==> config.mk <==
export PLATFORM = sky130hd
export DESIGN_NAME = ulpi_phy_frontend
export DESIGN_NICKNAME = d
export VERILOG_FILES = /design/src/rtl/ulpi_phy_frontend.sv
export SDC_FILE = /design/constraint.sdc
export NUM_CORES = 1
export LEC_CHECK = 0
export CAP_MARGIN = 0
export CORE_ASPECT_RATIO = 1.1
export CORE_MARGIN = 8
export CORE_UTILIZATION = 45
export DETAILED_ROUTE_END_ITERATION = 10
export SKIP_LAST_GASP = 1
export SLEW_MARGIN = 10
export SYNTH_ARGS = -nofsm -noshare
export SYNTH_HDL_FRONTEND = slang
export SYNTH_SLANG_ARGS = --single-unit
==> constraint.sdc <==
create_clock -name clk_i -period 3.5 [get_ports clk_i]
set_input_delay 0.525 -clock clk_i [delete_from_list [all_inputs] [get_ports clk_i]]
set_output_delay 0.525 -clock clk_i [all_outputs]
set_load 0.005 [all_outputs]
==> src/rtl/ulpi_phy_frontend.sv <==
// ULPI link-side front end: PHY/core reset sequencing, bus direction and
// turnaround, registered ULPI traffic, and per-channel LED activity stretchers.

module ulpi_led_stretch #(
  parameter int LED_HOLD = 3000000
) (
  input  logic clk_i,
  input  logic rst_i,
  input  logic act_i,
  output logic led_o
);
  localparam int CW = (LED_HOLD > 1) ? $clog2(LED_HOLD) : 1;

  logic [CW-1:0] cnt;
  logic          act_q;

  // Reload from the registered strobe so the flag covers the first lit cycle
  // and a retrigger never lets the output dip.
  always_ff @(posedge clk_i or negedge rst_i) begin
    if (!rst_i) begin
      act_q <= 1'b0;
      cnt   <= '0;
    end else begin
      act_q <= act_i;
      if (act_q)           cnt <= CW'(LED_HOLD - 1);
      else if (cnt != '0)  cnt <= cnt - 1'b1;
    end
  end

  assign led_o = act_q | (cnt != '0);
endmodule

module ulpi_phy_frontend #(
  parameter int DATA_W          = 8,
  parameter int PHY_RST_CYCLES  = 64,
  parameter int WAIT_TIMEOUT    = 4096,
  parameter int CORE_RST_CYCLES = 16,
  parameter int NUM_LEDS        = 8,
  parameter int LED_HOLD        = 3000000
) (
  input  logic              clk_i,
  input  logic              rst_i,
  input  logic [DATA_W-1:0] ulpi_data_i,
  output logic [DATA_W-1:0] ulpi_data_o,
  output logic              ulpi_data_oe_o,
  input  logic              ulpi_dir_i,
  input  logic              ulpi_nxt_i,
  output logic              ulpi_stp_o,
  output logic              phy_rst_no,
  output logic              core_rst_o,
  output logic [DATA_W-1:0] core_data_o,
  output logic              core_dir_o,
  output logic              core_nxt_o,
  output logic              core_turnaround_o,
  input  logic [DATA_W-1:0] core_data_i,
  input  logic              core_stp_i,
  input  logic [NUM_LEDS-1:0] activity_i,
  output logic [NUM_LEDS-1:0] leds_o,
  output logic [3:0]        phy_retry_o,
  output logic              ready_o
);
  localparam int MAX_PC  = (PHY_RST_CYCLES > CORE_RST_CYCLES) ? PHY_RST_CYCLES : CORE_RST_CYCLES;
  localparam int CNT_MAX = (WAIT_TIMEOUT > MAX_PC) ? WAIT_TIMEOUT : MAX_PC;
  localparam int CNT_W   = (CNT_MAX > 1) ? $clog2(CNT_MAX) : 1;

  localparam logic [1:0] ST_PHY_RST  = 2'd0;
  localparam logic [1:0] ST_WAIT_PHY = 2'd1;
  localparam logic [1:0] ST_CORE_RST = 2'd2;
  localparam logic [1:0] ST_RUN      = 2'd3;

  logic [1:0]       state, state_nxt;
  logic [CNT_W-1:0] cnt;
  logic             dir_lo_q;
  logic             timeout;
  logic             dir_prev;

  always_comb begin
    state_nxt = state;
    timeout   = 1'b0;
    case (state)
      ST_PHY_RST:
        if (cnt == CNT_W'(PHY_RST_CYCLES - 1)) state_nxt = ST_WAIT_PHY;
      ST_WAIT_PHY:
        // dir low on two consecutive samples wins over a same-cycle timeout
        if (dir_lo_q && !ulpi_dir_i) state_nxt = ST_CORE_RST;
        else if (cnt == CNT_W'(WAIT_TIMEOUT - 1)) begin
          state_nxt = ST_PHY_RST;
          timeout   = 1'b1;
        end
      ST_CORE_RST:
        if (cnt == CNT_W'(CORE_RST_CYCLES - 1)) state_nxt = ST_RUN;
      default: state_nxt = ST_RUN;
    endcase
  end

  always_ff @(posedge clk_i or negedge rst_i) begin
    if (!rst_i) begin
      state       <= ST_PHY_RST;
      cnt         <= '0;
      dir_lo_q    <= 1'b0;
      phy_retry_o <= 4'd0;
    end else begin
      state    <= state_nxt;
      if (state_nxt != state)   cnt <= '0;
      else if (state != ST_RUN) cnt <= cnt + 1'b1;
      dir_lo_q <= (state == ST_WAIT_PHY) && (state_nxt == ST_WAIT_PHY) && !ulpi_dir_i;
      if (timeout && phy_retry_o != 4'hF) phy_retry_o <= phy_retry_o + 4'd1;
    end
  end

  // Pad-side drive follows the next state so stp/data line up with state.
  always_ff @(posedge clk_i or negedge rst_i) begin
    if (!rst_i) begin
      ulpi_data_o <= '0;
      ulpi_stp_o  <= 1'b1;
      core_data_o <= '0;
      core_dir_o  <= 1'b0;
      core_nxt_o  <= 1'b0;
      dir_prev    <= 1'b0;
    end else begin
      ulpi_data_o <= (state_nxt == ST_RUN) ? core_data_i : '0;
      ulpi_stp_o  <= (state_nxt == ST_RUN)      ? core_stp_i :
                     (state_nxt == ST_CORE_RST) ? 1'b0 : 1'b1;
      core_data_o <= ulpi_data_i;
      core_dir_o  <= ulpi_dir_i;
      core_nxt_o  <= ulpi_nxt_i;
      dir_prev    <= core_dir_o;
    end
  end

  assign core_turnaround_o = core_dir_o ^ dir_prev;
  assign ulpi_data_oe_o    = (state == ST_RUN) & ~ulpi_dir_i;
  assign phy_rst_no        = (state != ST_PHY_RST);
  assign core_rst_o        = (state != ST_RUN);
  assign ready_o           = (state == ST_RUN);

  for (genvar i = 0; i < NUM_LEDS; i++) begin : g_led
    ulpi_led_stretch #(.LED_HOLD(LED_HOLD)) u_led (
      .clk_i (clk_i),
      .rst_i (rst_i),
      .act_i (activity_i[i]),
      .led_o (leds_o[i])
    );
  end
endmodule

Word-level counts from Yosys, hierarchy flattened
Index checks and enable logic that the tools add are counted.
- mux-type cells: 29
- equal/unequal tests: 12
- reductions and logical operators: 24
- shift-type cells: 0
- multiply operators: 0
- magnitude comparators: 0
- add/sub/neg operators: 10
- bitwise gates (word level): 11
- div/mod/pow operators: 0
- operators by type and width (operator ; number):
    $mux W22 ; 16
    $reduce_bool A22 Y1 ; 8
    $sub A22 B1 Y22 const B ; 8
    $mux W12 ; 2
    $reduce_bool A2 Y1 ; 10
    $add A12 B1 Y12 const B ; 1
    $eq A12 B12 Y1 const B ; 1
    $eq A12 B4 Y1 const B ; 1
    $eq A12 B6 Y1 const B ; 1
    $eq A2 B2 Y1 const B ; 4
    $mux W2 ; 4
    $mux W8 ; 1
    $or A1 B1 Y1 ; 8
    $pmux W2 S3 ; 1
    $mux W1 ; 5
    $add A4 B1 Y4 const B ; 1
    $eq A2 B1 Y1 const B ; 2
    $logic_and A1 B1 Y1 ; 4
    $ne A4 B4 Y1 const B ; 1
    $logic_not A2 Y1 ; 1
    $ne A2 B2 Y1 ; 1
    $ne A2 B2 Y1 const B ; 1
    $and A1 B1 Y1 ; 1
    $logic_not A1 Y1 ; 1
    2 further kinds ; 2
- logic and storage cells: 112
- bits of input ports: 29
- output and inout port bits: 36
- memory bits (read-only): 0
- memories kept: 0
- bits in latches: 0
- flip-flop bits (word level): 223
- memory bits (writable): 0

Logic depth before layout (Yosys ltp)
- word-level depth: 7
- depth in mapped cells: 9
- gate-level depth less buffers: 7

Modules after synthesis
A second synthesis with hierarchy kept.
- cell total of the unflattened synthesis: 1319
- area, all modules: 13072.5 um^2
- modules (own cells, without submodules) (module ; cells an instance ; times used ; area each (um^2)):
    ulpi_led_stretch at g_led[1].u_led ... ; 148 ; 5 ; 1421.4
    ulpi_led_stretch at g_led[0].u_led ... ; 148 ; 3 ; 1452.6
    ulpi_phy_frontend ; 135 ; 1 ; 1607.8

Worst setup path after synthesis
Ideal clock, no wire load.
- kind: reg2out
- from: register g_led[2].u_led.cnt[17]
- to: output port leds_o[2]
- setup slack: 0.872 ns
- path buffers: 3
- cell stages (with the launch flop): 7
- arrival: 2.103 ns
- cell sequence: dfrtp_1 -> clkbuf_1 -> or3_1 -> or4b_4 -> buf_6 -> or3b_1 -> buf_4
- longest elaborated chain between the ends: 2
- ends and longest elaborated chain (item ; RTL line ; RTL):
    start: declaration ; 14 ; logic [CW-1:0] cnt;
    start signal: assignment ; 25 ; if (act_q) cnt <= CW'(LED_HOLD - 1);
    start signal: assignment ; 26 ; else if (cnt != '0) cnt <= cnt - 1'b1;
    $reduce_bool A22 Y1 ; 30 ; assign led_o = act_q | (cnt != '0);
    $or A1 B1 Y1 ; 30 ;
    end: declaration ; 58 ; output logic [NUM_LEDS-1:0] leds_o,
No other way between the ends.

Worst setup path after layout
- from: register g_led[4].u_led.cnt[12]
- to: output port leds_o[4]
- longest elaborated chain between the ends: 2
- ends and longest elaborated chain (item ; RTL line):
    start: declaration ; 14
    start signal: assignment ; 25
    start signal: assignment ; 26
    $reduce_bool A22 Y1 ; 30
    $or A1 B1 Y1 ; 30
No other way between the ends.

==> results.txt <==
----------------------------------------------------
[Die]
  Initial cell density of the core ... 45.48%
  Die footprint ... 30740 µm²
  Core area ... 25110 µm²
  Floorplan die height ... 183.1 µm
  Count of pins on the block boundary ... 65
  Site Rows ... 61
  Die X-Extent ... 167.9 µm

[Final layout]
  Antenna diode count ... 0
  Most frequent cells in the layout ... 222 x sky130_fd_sc_hd__dfrtp_1, 142 x sky130_fd_sc_hd__nor2_1, 63 x sky130_fd_sc_hd__clkdlybuf4s50_1
  Syn-to-layout area delta ... 17.10%
  Multi-input combinational cell area ... 5508 µm²
  Fill count ... 2269
  Area taken by flip-flops and latches ... 5582 µm²
  Layout Utilization ... 53.26%
  Most common cell after layout, fill and taps aside ... sky130_fd_sc_hd__dfrtp_1
  Final nets ... 1266
  Share of cells above drive strength 1 ... 8.193%

[STA]
  Portion of the clock cycle consumed by the worst path in the final layout ... 96.52%
  Clock period minus final worst setup slack ... 3.378 ns
  Number of pins with negative max-slew slack in the final report ... 0
  Transition time at the pin with the least slew margin ... 1.017 ns
  Worst-case headroom to the max-slew limit ... 31.58%
  Final hold violation count ... 0
  Highest clock rate ... 296.0 MHz
  Setup repair after global routing missed its margin ... no
  Setup TNS after final layout ... 0 ns
  Worst-case clock skew ... 0.008748 ns
  Final setup violation count ... 0

[Worst setup path]
  Startpoint kind of the worst setup timing path ... register
  Slack of the worst reg-to-reg path ... 0.95 ns
  Register-to-Register Path Depth ... 6
  Worst R2R Start ... g_led[2].u_led.cnt[14]
  Data arrival time of the worst path ... 2.85 ns
  CP Capture Type ... output port
  Crit Path Max Fanout ... 8
  Critical path data required time ... 2.97 ns
  Reg-to-Reg End ... g_led[2].u_led.cnt[21]
  Critical setup path kind ... reg -> out

[Synth]
  Basic-gate share of the synthesized area counting and, or, nand and nor cells ... 27.37%
  Synth Register Bits ... 223
  Distinct cells, synth ... 75
  Register area share after synthesis ... 48.87%
  Post-synthesis cell count ... 1163
  Post-synthesis share of cell area spent on xor and xnor gates ... 8.512%
  Flip-flop cell with the highest count after synthesis ... sky130_fd_sc_hd__dfrtp_1
  Net count of the mapped netlist ... 1202
  Yosys warns ... 0
  FFs w/ async S/R, synth ... 100.0%
  Compound-cell area share of the yosys netlist ... 9.641%
  Adder-cell share of the synthesized area ... 1.096%
  Area of the mapped netlist ... 11420 µm²
  Number of flops mapped to enable cells by yosys ... 0
  Post-synthesis mux area share ... 1.501%
  Combinational family with the most area after synthesis ... simple AND/OR/NAND/NOR gates
  Avg Synthesized Cell Area ... 9.820 µm²

[Clocking]
  Clock Path Buffers ... 3
  CTS Buf Count ... 25
  Clk sink count ... 223
  Clock latency reported for the late side of the worst-skew pair ... 0.51 ns
  Count of H-tree levels built during CTS ... 1
  Clock-pin slew reported for the worst setup and hold paths after clock tree synthesis ... 0.06 ns
  TritonCTS clock tree ... done
  Cell chosen for the clock root ... sky130_fd_sc_hd__clkbuf_16

[Route]
  DR vias ... 8500
  Vias/cell ... 5.449
  Antenna-violating nets left ... 0
  First-iteration detailed-routing DRC count ... 492
  DRC errors left ... 0
  Routed wire length per instance ... 14.56 µm
  Final routed wirelength across all metal layers ... 22.72 mm
  Number of detailed-routing iterations run before antenna repair ... 4

[Job]
  Reported max-cap violation count ... 0

[Power and ir drop]
  IR drop worst, VDD ... 0.0003051 V
  Static leakage ... 0.004775 µW
  Cell area power density ... 463.1 nW/µm²

[GRT]
  Aggregate global routing overflow ... 0
  Gr usage total ... 14.84%
  Vias in the first global route ... 8391
  Maximum number of pins on one net before global-route repair ... 110
  Antenna violations before repair ... 1
  First-pass GRT wire length ... 39.45 mm

[Place]
  Number of buffers inserted by port buffering ... 64
  Detailed-placement wirelength estimate ... 15.20 mm
  Routability congestion estimate ... 0.7959

[Run status]
  Result of the run ... complete, no violations

[Min path]
  Hold WC Path Type ... in -> async

----------------------------------------------------
what timing repair did:
item / in CTS / in global routing
gates resized for setup: 0 / 3
endpoints found under the hold margin: 0 / 0
gates cloned: 0 / 0
hold buffers: 0 / 0
endpoints found under the setup margin: 1 / 3
buffers inserted: 1 / 4
pin swaps: 1 / 1
worst max-delay path: stages (launching register included):
cell	delay (ns)
sky130_fd_sc_hd__dfrtp_1	0.42
sky130_fd_sc_hd__or4_1	0.68
sky130_fd_sc_hd__or4_1	0.47
sky130_fd_sc_hd__or3_1	0.32
sky130_fd_sc_hd__clkdlybuf4s50_1	0.45
area by class of cell:
cell class	instances	area share, %
clock buffers	31	5.071
flip-flops and latches	223	41.73
multi-input cells	860	41.18
inverters	29	0.8139
clock inverters	14	1.890
well taps	315	2.947
repair buffers	88	6.362
synthesized netlist by cell type, types with 15 or more instances:
cell type,instances,area (µm²)
sky130_fd_sc_hd__nor2b_1,22,137.6
sky130_fd_sc_hd__o21ai_0,21,105.1
sky130_fd_sc_hd__dfrtp_1,222,5555
sky130_fd_sc_hd__o21ai_1,29,145.1
sky130_fd_sc_hd__nand4_1,20,125.1
sky130_fd_sc_hd__xnor2_1,50,437.9
sky130_fd_sc_hd__or3_1,34,212.7
sky130_fd_sc_hd__nand3_1,24,120.1
sky130_fd_sc_hd__nand2_1,54,202.7
sky130_fd_sc_hd__a21oi_1,39,195.2
sky130_fd_sc_hd__nand2b_1,52,325.3
sky130_fd_sc_hd__nor4_1,34,212.7
sky130_fd_sc_hd__nor3_1,51,255.2
sky130_fd_sc_hd__mux2i_1,16,160.2
sky130_fd_sc_hd__o211ai_1,15,112.6
sky130_fd_sc_hd__xor2_1,61,534.3
sky130_fd_sc_hd__inv_1,28,105.1
sky130_fd_sc_hd__clkbuf_1,37,138.9
sky130_fd_sc_hd__nor2_1,142,533.0
sky130_fd_sc_hd__or4_1,21,157.7
how the worst max path moves through the flow:
stage	from	endpoint	slack, ns	cells after the start
2_1_floorplan	g_led[2].u_led.cnt[17]	leds_o[2]	0.87	6
3_3_place_gp	g_led[2].u_led.cnt[14]	leds_o[2]	0.54	4
3_5_place_dp	g_led[2].u_led.cnt[14]	leds_o[2]	0.53	4
4_1_cts	g_led[1].u_led.cnt[18]	leds_o[1]	0.009	5
5_1_grt	g_led[4].u_led.cnt[9]	leds_o[4]	0.0007	4
6_report	g_led[4].u_led.cnt[12]	leds_o[4]	0.12	4
report_power, final:
group	internal, µW	total, µW	switching (µW)
registers	2690	2800	112
clock network	1890	2930	1040
logic	242	466	225
flip-flops by register name (all words and copies together), names as in the netlist:
register / cells
phy_retry_o: 4
dir_prev: 1
g_led.u_led.act_q: 8
ulpi_data_o: 8
ulpi_stp_o: 1
core_data_o: 8
state: 2
core_nxt_o: 1
cnt: 12
core_dir_o: 1
g_led.u_led.cnt: 176
dir_lo_q: 1
logic make-up (layout without fill, tap and decap cells):
group / after synthesis / after routing
XOR/XNOR: 111 / 111
AO/OA/AOI/OAI: 167 / 167
flip-flops: 223 / 223
AND/OR/NAND/NOR: 555 / 555
buffers and inverters: 80 / 162
adder cells (fa/ha/maj): 10 / 10
multiplexers: 17 / 17
per-layer routing:
metal	GRT usage (%)	share of wire, %
met3	2.838	4.1
met5	0	0.057
met4	4.253	1.8
met2	24.77	47
met1	19.42	47
metrics by stage:
stage,instances,setup slack (ns),hold slack [ns],total power [µW],instance area (µm²)
5_1_grt,1560,0.0006937,0.1337,6476,13370
3_5_place_dp,1510,0.5340,0.4143,3326,12390
3_3_place_gp,1510,0.5396,0.4078,3317,12390
2_1_floorplan,1163,0.8722,0.2294,3033,11420
4_1_cts,1556,0.008910,0.1082,6304,13330
6_report,1560,0.1217,0.04207,6194,13370
No activity file was read; power rests on OpenSTA's default activity.
